<file path="src/rtl/axis_pkt_fifo_if.sv">
// AXI-Stream bundle carrying data, byte enables and end-of-packet between one master and one slave.
interface axis_pkt_fifo_if #(
   parameter int DATA_WIDTH = 32
);
   logic [DATA_WIDTH-1:0]   tdata;
   logic [DATA_WIDTH/8-1:0] tkeep;
   logic                    tlast;
   logic                    tvalid;
   logic                    tready;

   modport master (output tdata, tkeep, tlast, tvalid, input tready);
   modport slave  (input tdata, tkeep, tlast, tvalid, output tready);
endinterface

</file>
<file path="src/rtl/axis_pkt_fifo.sv">
// AXI-Stream FIFO with tkeep/tlast sidebands, occupancy/packet status and optional store-and-forward.
// In packet mode an oversize frame (pkt_count==0 while full) switches to cut-through until its tlast leaves.
module axis_pkt_fifo #(
   parameter int DATA_WIDTH = 32,
   parameter int DEPTH      = 16,
   parameter bit PKT_MODE   = 1'b0
) (
   input  logic                   aclk,
   input  logic                   aresetn,
   axis_pkt_fifo_if.slave         s_axis,
   axis_pkt_fifo_if.master        m_axis,
   output logic [$clog2(DEPTH):0] count,
   output logic [$clog2(DEPTH):0] pkt_count,
   output logic                   full,
   output logic                   empty
);
   localparam int AW = $clog2(DEPTH);
   localparam int KW = DATA_WIDTH / 8;
   localparam int CW = AW + 1;
   localparam logic [CW-1:0] FULL_CNT = CW'(DEPTH);

   logic [DATA_WIDTH-1:0] memData [DEPTH];
   logic [KW-1:0]         memKeep [DEPTH];
   logic                  memLast [DEPTH];

   logic [AW-1:0] wrPtr_q, wrPtr_d;
   logic [AW-1:0] rdPtr_q, rdPtr_d;
   logic [CW-1:0] count_q, count_d;
   logic [CW-1:0] pktCount_q, pktCount_d;
   logic          readyEn_q;
   logic          oversize_q, oversize_d;
   logic          push, pop, pushLast, popLast;

   assign full      = (count_q == FULL_CNT);
   assign empty     = (count_q == '0);
   assign count     = count_q;
   assign pkt_count = pktCount_q;

   // No write-through when full: a same-cycle pop never opens the input.
   assign s_axis.tready = readyEn_q && !full;
   assign m_axis.tvalid = !empty && (!PKT_MODE || (pktCount_q != '0) || oversize_q);
   assign m_axis.tdata  = memData[rdPtr_q];
   assign m_axis.tkeep  = memKeep[rdPtr_q];
   assign m_axis.tlast  = memLast[rdPtr_q];

   assign push     = s_axis.tvalid && s_axis.tready;
   assign pop      = m_axis.tvalid && m_axis.tready;
   assign pushLast = push && s_axis.tlast;
   assign popLast  = pop && memLast[rdPtr_q];

   always_comb begin
      wrPtr_d    = push ? wrPtr_q + AW'(1) : wrPtr_q;
      rdPtr_d    = pop ? rdPtr_q + AW'(1) : rdPtr_q;
      count_d    = count_q;
      pktCount_d = pktCount_q;
      oversize_d = 1'b0;
      if (push && !pop) begin
         count_d = count_q + CW'(1);
      end else if (!push && pop) begin
         count_d = count_q - CW'(1);
      end
      if (pushLast && !popLast) begin
         pktCount_d = pktCount_q + CW'(1);
      end else if (!pushLast && popLast) begin
         pktCount_d = pktCount_q - CW'(1);
      end
      if (PKT_MODE) begin
         oversize_d = oversize_q;
         if (popLast) begin
            oversize_d = 1'b0;
         end else if (full && (pktCount_q == '0)) begin
            oversize_d = 1'b1;
         end
      end
   end

   always_ff @(posedge aclk) begin
      if (!aresetn) begin
         wrPtr_q    <= '0;
         rdPtr_q    <= '0;
         count_q    <= '0;
         pktCount_q <= '0;
         oversize_q <= 1'b0;
         readyEn_q  <= 1'b0;
      end else begin
         wrPtr_q    <= wrPtr_d;
         rdPtr_q    <= rdPtr_d;
         count_q    <= count_d;
         pktCount_q <= pktCount_d;
         oversize_q <= oversize_d;
         readyEn_q  <= 1'b1;
      end
   end

   // Storage is deliberately not reset; the pointers alone define what is valid.
   always_ff @(posedge aclk) begin
      if (push) begin
         memData[wrPtr_q] <= s_axis.tdata;
         memKeep[wrPtr_q] <= s_axis.tkeep;
         memLast[wrPtr_q] <= s_axis.tlast;
      end
   end
endmodule

</file>
<file path="src/flat_wrapper.sv">
// flat-port wrapper written by rule: the top's interface ports become plain ports
module axis_pkt_fifo_flat 
#(
   parameter int DATA_WIDTH = 32,
   parameter int DEPTH      = 16,
   parameter bit PKT_MODE   = 1'b0
)
  (aclk, aresetn, count, pkt_count, full, empty, s_axis_tdata, s_axis_tkeep, s_axis_tlast, s_axis_tvalid, s_axis_tready, m_axis_tdata, m_axis_tkeep, m_axis_tlast, m_axis_tvalid, m_axis_tready);
  axis_pkt_fifo_if #(.DATA_WIDTH(DATA_WIDTH)) s_axis_i ();
  axis_pkt_fifo_if #(.DATA_WIDTH(DATA_WIDTH)) m_axis_i ();
  input  logic aclk;
  input  logic aresetn;
  output logic [$clog2(DEPTH):0] count;
  output logic [$clog2(DEPTH):0] pkt_count;
  output logic full;
  output logic empty;
  input wire logic [$bits(s_axis_i.tdata)-1:0] s_axis_tdata;
  input wire logic [$bits(s_axis_i.tkeep)-1:0] s_axis_tkeep;
  input wire logic [$bits(s_axis_i.tlast)-1:0] s_axis_tlast;
  input wire logic [$bits(s_axis_i.tvalid)-1:0] s_axis_tvalid;
  output wire logic [$bits(s_axis_i.tready)-1:0] s_axis_tready;
  output wire logic [$bits(m_axis_i.tdata)-1:0] m_axis_tdata;
  output wire logic [$bits(m_axis_i.tkeep)-1:0] m_axis_tkeep;
  output wire logic [$bits(m_axis_i.tlast)-1:0] m_axis_tlast;
  output wire logic [$bits(m_axis_i.tvalid)-1:0] m_axis_tvalid;
  input wire logic [$bits(m_axis_i.tready)-1:0] m_axis_tready;
  assign s_axis_i.tdata = s_axis_tdata;
  assign s_axis_i.tkeep = s_axis_tkeep;
  assign s_axis_i.tlast = s_axis_tlast;
  assign s_axis_i.tvalid = s_axis_tvalid;
  assign s_axis_tready = s_axis_i.tready;
  assign m_axis_tdata = m_axis_i.tdata;
  assign m_axis_tkeep = m_axis_i.tkeep;
  assign m_axis_tlast = m_axis_i.tlast;
  assign m_axis_tvalid = m_axis_i.tvalid;
  assign m_axis_i.tready = m_axis_tready;
  axis_pkt_fifo #(.DATA_WIDTH(DATA_WIDTH), .DEPTH(DEPTH), .PKT_MODE(PKT_MODE)) u_core (.aclk(aclk), .aresetn(aresetn), .s_axis(s_axis_i), .m_axis(m_axis_i), .count(count), .pkt_count(pkt_count), .full(full), .empty(empty));
endmodule
</file>
<file path="config.mk">
export PLATFORM = sky130hd
export DESIGN_NAME = axis_pkt_fifo_flat
export DESIGN_NICKNAME = d
export VERILOG_FILES = /design/src/rtl/axis_pkt_fifo_if.sv /design/src/rtl/axis_pkt_fifo.sv /design/src/flat_wrapper.sv
export SDC_FILE = /design/constraint.sdc
export NUM_CORES = 1
export LEC_CHECK = 0
export CELL_PAD_IN_SITES_DETAIL_PLACEMENT = 1
export CELL_PAD_IN_SITES_GLOBAL_PLACEMENT = 1
export CORE_AREA = 5 5 170 295
export CTS_CLUSTER_SIZE = 8
export DETAILED_ROUTE_END_ITERATION = 16
export DIE_AREA = 0 0 175 300
export GPL_ROUTABILITY_DRIVEN = 0
export PLACE_DENSITY = 0.77
export SYNTH_ARGS = -nofsm -noshare
export SYNTH_HDL_FRONTEND = slang
export SYNTH_SLANG_ARGS = --single-unit
</file>
<file path="constraint.sdc">
create_clock -name aclk -period 7.65 [get_ports aclk]
set_clock_uncertainty 0.2 [all_clocks]
set_input_delay 1.53 -clock aclk [delete_from_list [all_inputs] [get_ports aclk]]
set_output_delay 1.53 -clock aclk [all_outputs]
set_load 0.02 [all_outputs]
</file>
==> impl_metrics.py <==
metrics = {
    "setup_path": {
        "crit_type": "flip-flop to output pin",
        "worstPathArrival_ns": 3.69,
        "required_ns": 5.92,
        "regToRegSetupSlack_ns": 3.93,
        "crit_path_end_kind": "output pin",
        "cp_max_fo": 78,
        "cp-start-kind": "flip-flop",
    },
    "power_and_ir_drop": {
        "leakage_nw": 8.62,
        "ir_worst_vdd_uv": 219,
        "powerDensity_nw_per_um2": 329,
        "finalPower_mw": 9.04,
    },
    "sta": {
        "worst_slew_pin_slew_ns": 1.12,
        "rsz0062_at_grt": "false",
        "fmax_mhz": 184,
        "setup_viol": 0,
        "period_needed_ns": 5.42,
        "min_period_over_period_pct": 70.9,
        "setup_tns_ns": 0,
        "fin_ws_ns": 2.23,
        "finalMaxSlewViolations": 0,
        "slew_headroom_pct": 25.3,
        "hold_viol_final": 0,
    },
    "synth": {
        "ys_ff_latch": 615,
        "syn-mean-instance-area_um2": 22.1,
        "async_flop_share_pct": 0,
        "yosys_warnings": 0,
        "synth_cell_types": 39,
        "syn-cell-area_um2": 23400,
        "synthesis.nets": 1117,
        "synth.top_cell.area_share_pct": 75.9,
        "synth_edf_count": 592,
        "synth_area_leader_cell": "edfxtp_1",
        "syn_inst": 1061,
        "synth.area.top_cells": "edfxtp_1, mux4_2, a22oi_1",
        "synth_sequential_area_ratio_pct": 77.8,
        "ys.flop_type": "edfxtp_1",
    },
    "cts": {
        "clock_path_buffers": 3,
        "insertion_delay_ns": 0.60,
        "numCtsBuffers": 86,
        "clockRootBuffer": "clkbuf_16",
        "cts_tree": "done",
        "clock_sink_count": 615,
        "clk_pin_slew_ns": 0.05,
        "cts_resized": 0,
        "holdBufCountCts": 0,
        "post_cts_buffers": 0,
        "htreeDepth": 3,
    },
    "floorplanning": {
        "fp.dieArea_um2": 52500,
        "core-area_um2": 47500,
        "rows": 106,
        "boundaryPins": 92,
        "start_util_pct": 49.4,
        "dieWidth_um": 175,
        "die_height_um": 300,
    },
    "detailed_routing": {
        "wirelength_um": 56300,
        "drtIter0Drc": 1278,
        "drcViolationCount": 0,
        "wl_per_cell_um": 30.7,
        "first_pass_iters": 5,
        "num_vias": 11400,
        "viasPerCell": 6.19,
        "detail-route-antenna-nets": 0,
    },
    "cells_and_area": {
        "nets": 1263,
        "area_delta_synth_final_pct": 17.4,
        "layout-drive-gt1-share_pct": 23.7,
        "register_area_um2": 18200,
        "multiInputGateArea_um2": 5050,
        "finish.utilization_pct": 58.0,
        "fillCellCount": 4000,
    },
    "global_route": {
        "grt_remaining_overflow": 0,
        "grt_pass1_vias": 12800,
        "grt.total_usage_pct": 22.0,
        "grt_max_degree": 84,
        "grt_pass1_wl_um": 84900,
        "antenna_found_initial": 4,
    },
    "place": {
        "hpwl_um": 28800,
        "place_worst_setup_slack_ns": 2.73,
        "portBuffers": 91,
    },
    "min_path": {
        "hold_path_class": "flip-flop to flip-flop",
    },
    "run": {
        "drv_cap": 0,
    },
    "status": {
        "status": "finished, final reports clean",
    },
}
## critical path, cell delays in order (launching register included)
cell and delay [ns]:
dfxtp_4 0.82, buf_12 0.60, mux4_2 0.61, a22oi_1 0.30, nand2_1 0.12, clkdlybuf4s50_1 0.58
## report_power, final
group	switching, mW	total, mW	internal (mW)
Clock	1.33	3.37	2.04
Combinational	0.855	1.77	0.915
Sequential	0.136	3.91	3.77
Total	2.32	9.04	6.73
## layout by cell type, fill, tap and decap left out, drive strengths merged, types with 5 or more instances in the layout
| master | n |
|---|---|
| nand2b | 5 |
| inv | 13 |
| nor2b | 6 |
| clkbuf | 113 |
| edfxtp | 592 |
| a21oi | 5 |
| nand3 | 7 |
| and2 | 13 |
| nor2 | 19 |
| buf | 25 |
| mux2i | 6 |
| ha | 13 |
| dfxtp | 23 |
| nor3 | 5 |
| xnor2 | 8 |
| nand2 | 47 |
| clkdlybuf4s50 | 91 |
| mux4 | 148 |
| o21ai | 5 |
| a22oi | 72 |
## layout make-up
type	instances	area share, %
antenna	4	0.0364
clock buffer	113	8.27
clock inverter	5	0.159
inverter	8	0.109
multi-input combinational	380	18.3
sequential	615	66.3
tap	594	2.70
timing repair buffer	116	4.08
## Yosys cell counts, types with 7 or more instances
cell type,count
dfxtp_1,23
nand2_1,47
buf_2,17
edfxtp_1,592
inv_1,8
xnor2_1,8
ha_1,13
clkbuf_1,32
nor2_1,19
mux4_2,148
and2_1,13
a22oi_1,72
nand3_1,7
## sequential cells by signal (all words and copies together) (netlist names), named ones only
name,cells
u_core.pkt_count,5
u_core.memLast,16
u_core.memKeep,64
u_core.count,5
u_core.rdPtr_q,4
u_core.readyEn_q,1
u_core.wrPtr_q,4
u_core.memData,512
## metal layers
metal | part of all wire, % | vias to the layer above | routed length (um) | track usage (%)
met3 | 6.5 | 78 | 3640 | 4.29
met4 | 2.2 | 0 | 1240 | 6.89
met1 | 38 | 6090 | 21200 | 27.9
met5 | 0 | - | 0 | 0
li1 | - | 4730 | - | -
met2 | 54 | 458 | 30300 | 38.7
## final timing paths
path | cells after the start | start | endpoint
worst min-delay path | 2 | u_core.pkt_count[4] | u_core.pkt_count[4]
worst max-delay path | 5 | flip-flop | m_axis_tdata[29]
worst min register to register | 2 | u_core.pkt_count[4] | u_core.pkt_count[4]
worst max register to register | 11 | flip-flop | u_core.pkt_count[3]
## metrics by stage
stage                     hold WS [ns]  cells  instance area (um^2)
after floorplan                  0.277   1061                 23400
after global placement           0.257   1713                 25200
after detailed placement         0.272   1713                 25200
after CTS                        0.283   1831                 27500
after global routing             0.319   1833                 27500
final                            0.279   1835                 27500
## cell families (layout without fill, tap and decap cells)
family | Yosys count | count (layout) | share of synthesized area (%)
AO/OA/AOI/OAI | 94 | 94 | 3.05
XOR/XNOR | 9 | 9 | 0.336
adder cells (fa/ha/maj) | 15 | 15 | 0.865
buffers and inverters | 66 | 242 | 1.24
flip-flops | 615 | 615 | 77.8
multiplexers | 154 | 154 | 14.5
other | 0 | 4 | 0
AND/OR/NAND/NOR | 108 | 108 | 2.19
No activity file was read; power rests on OpenSTA's default activity.
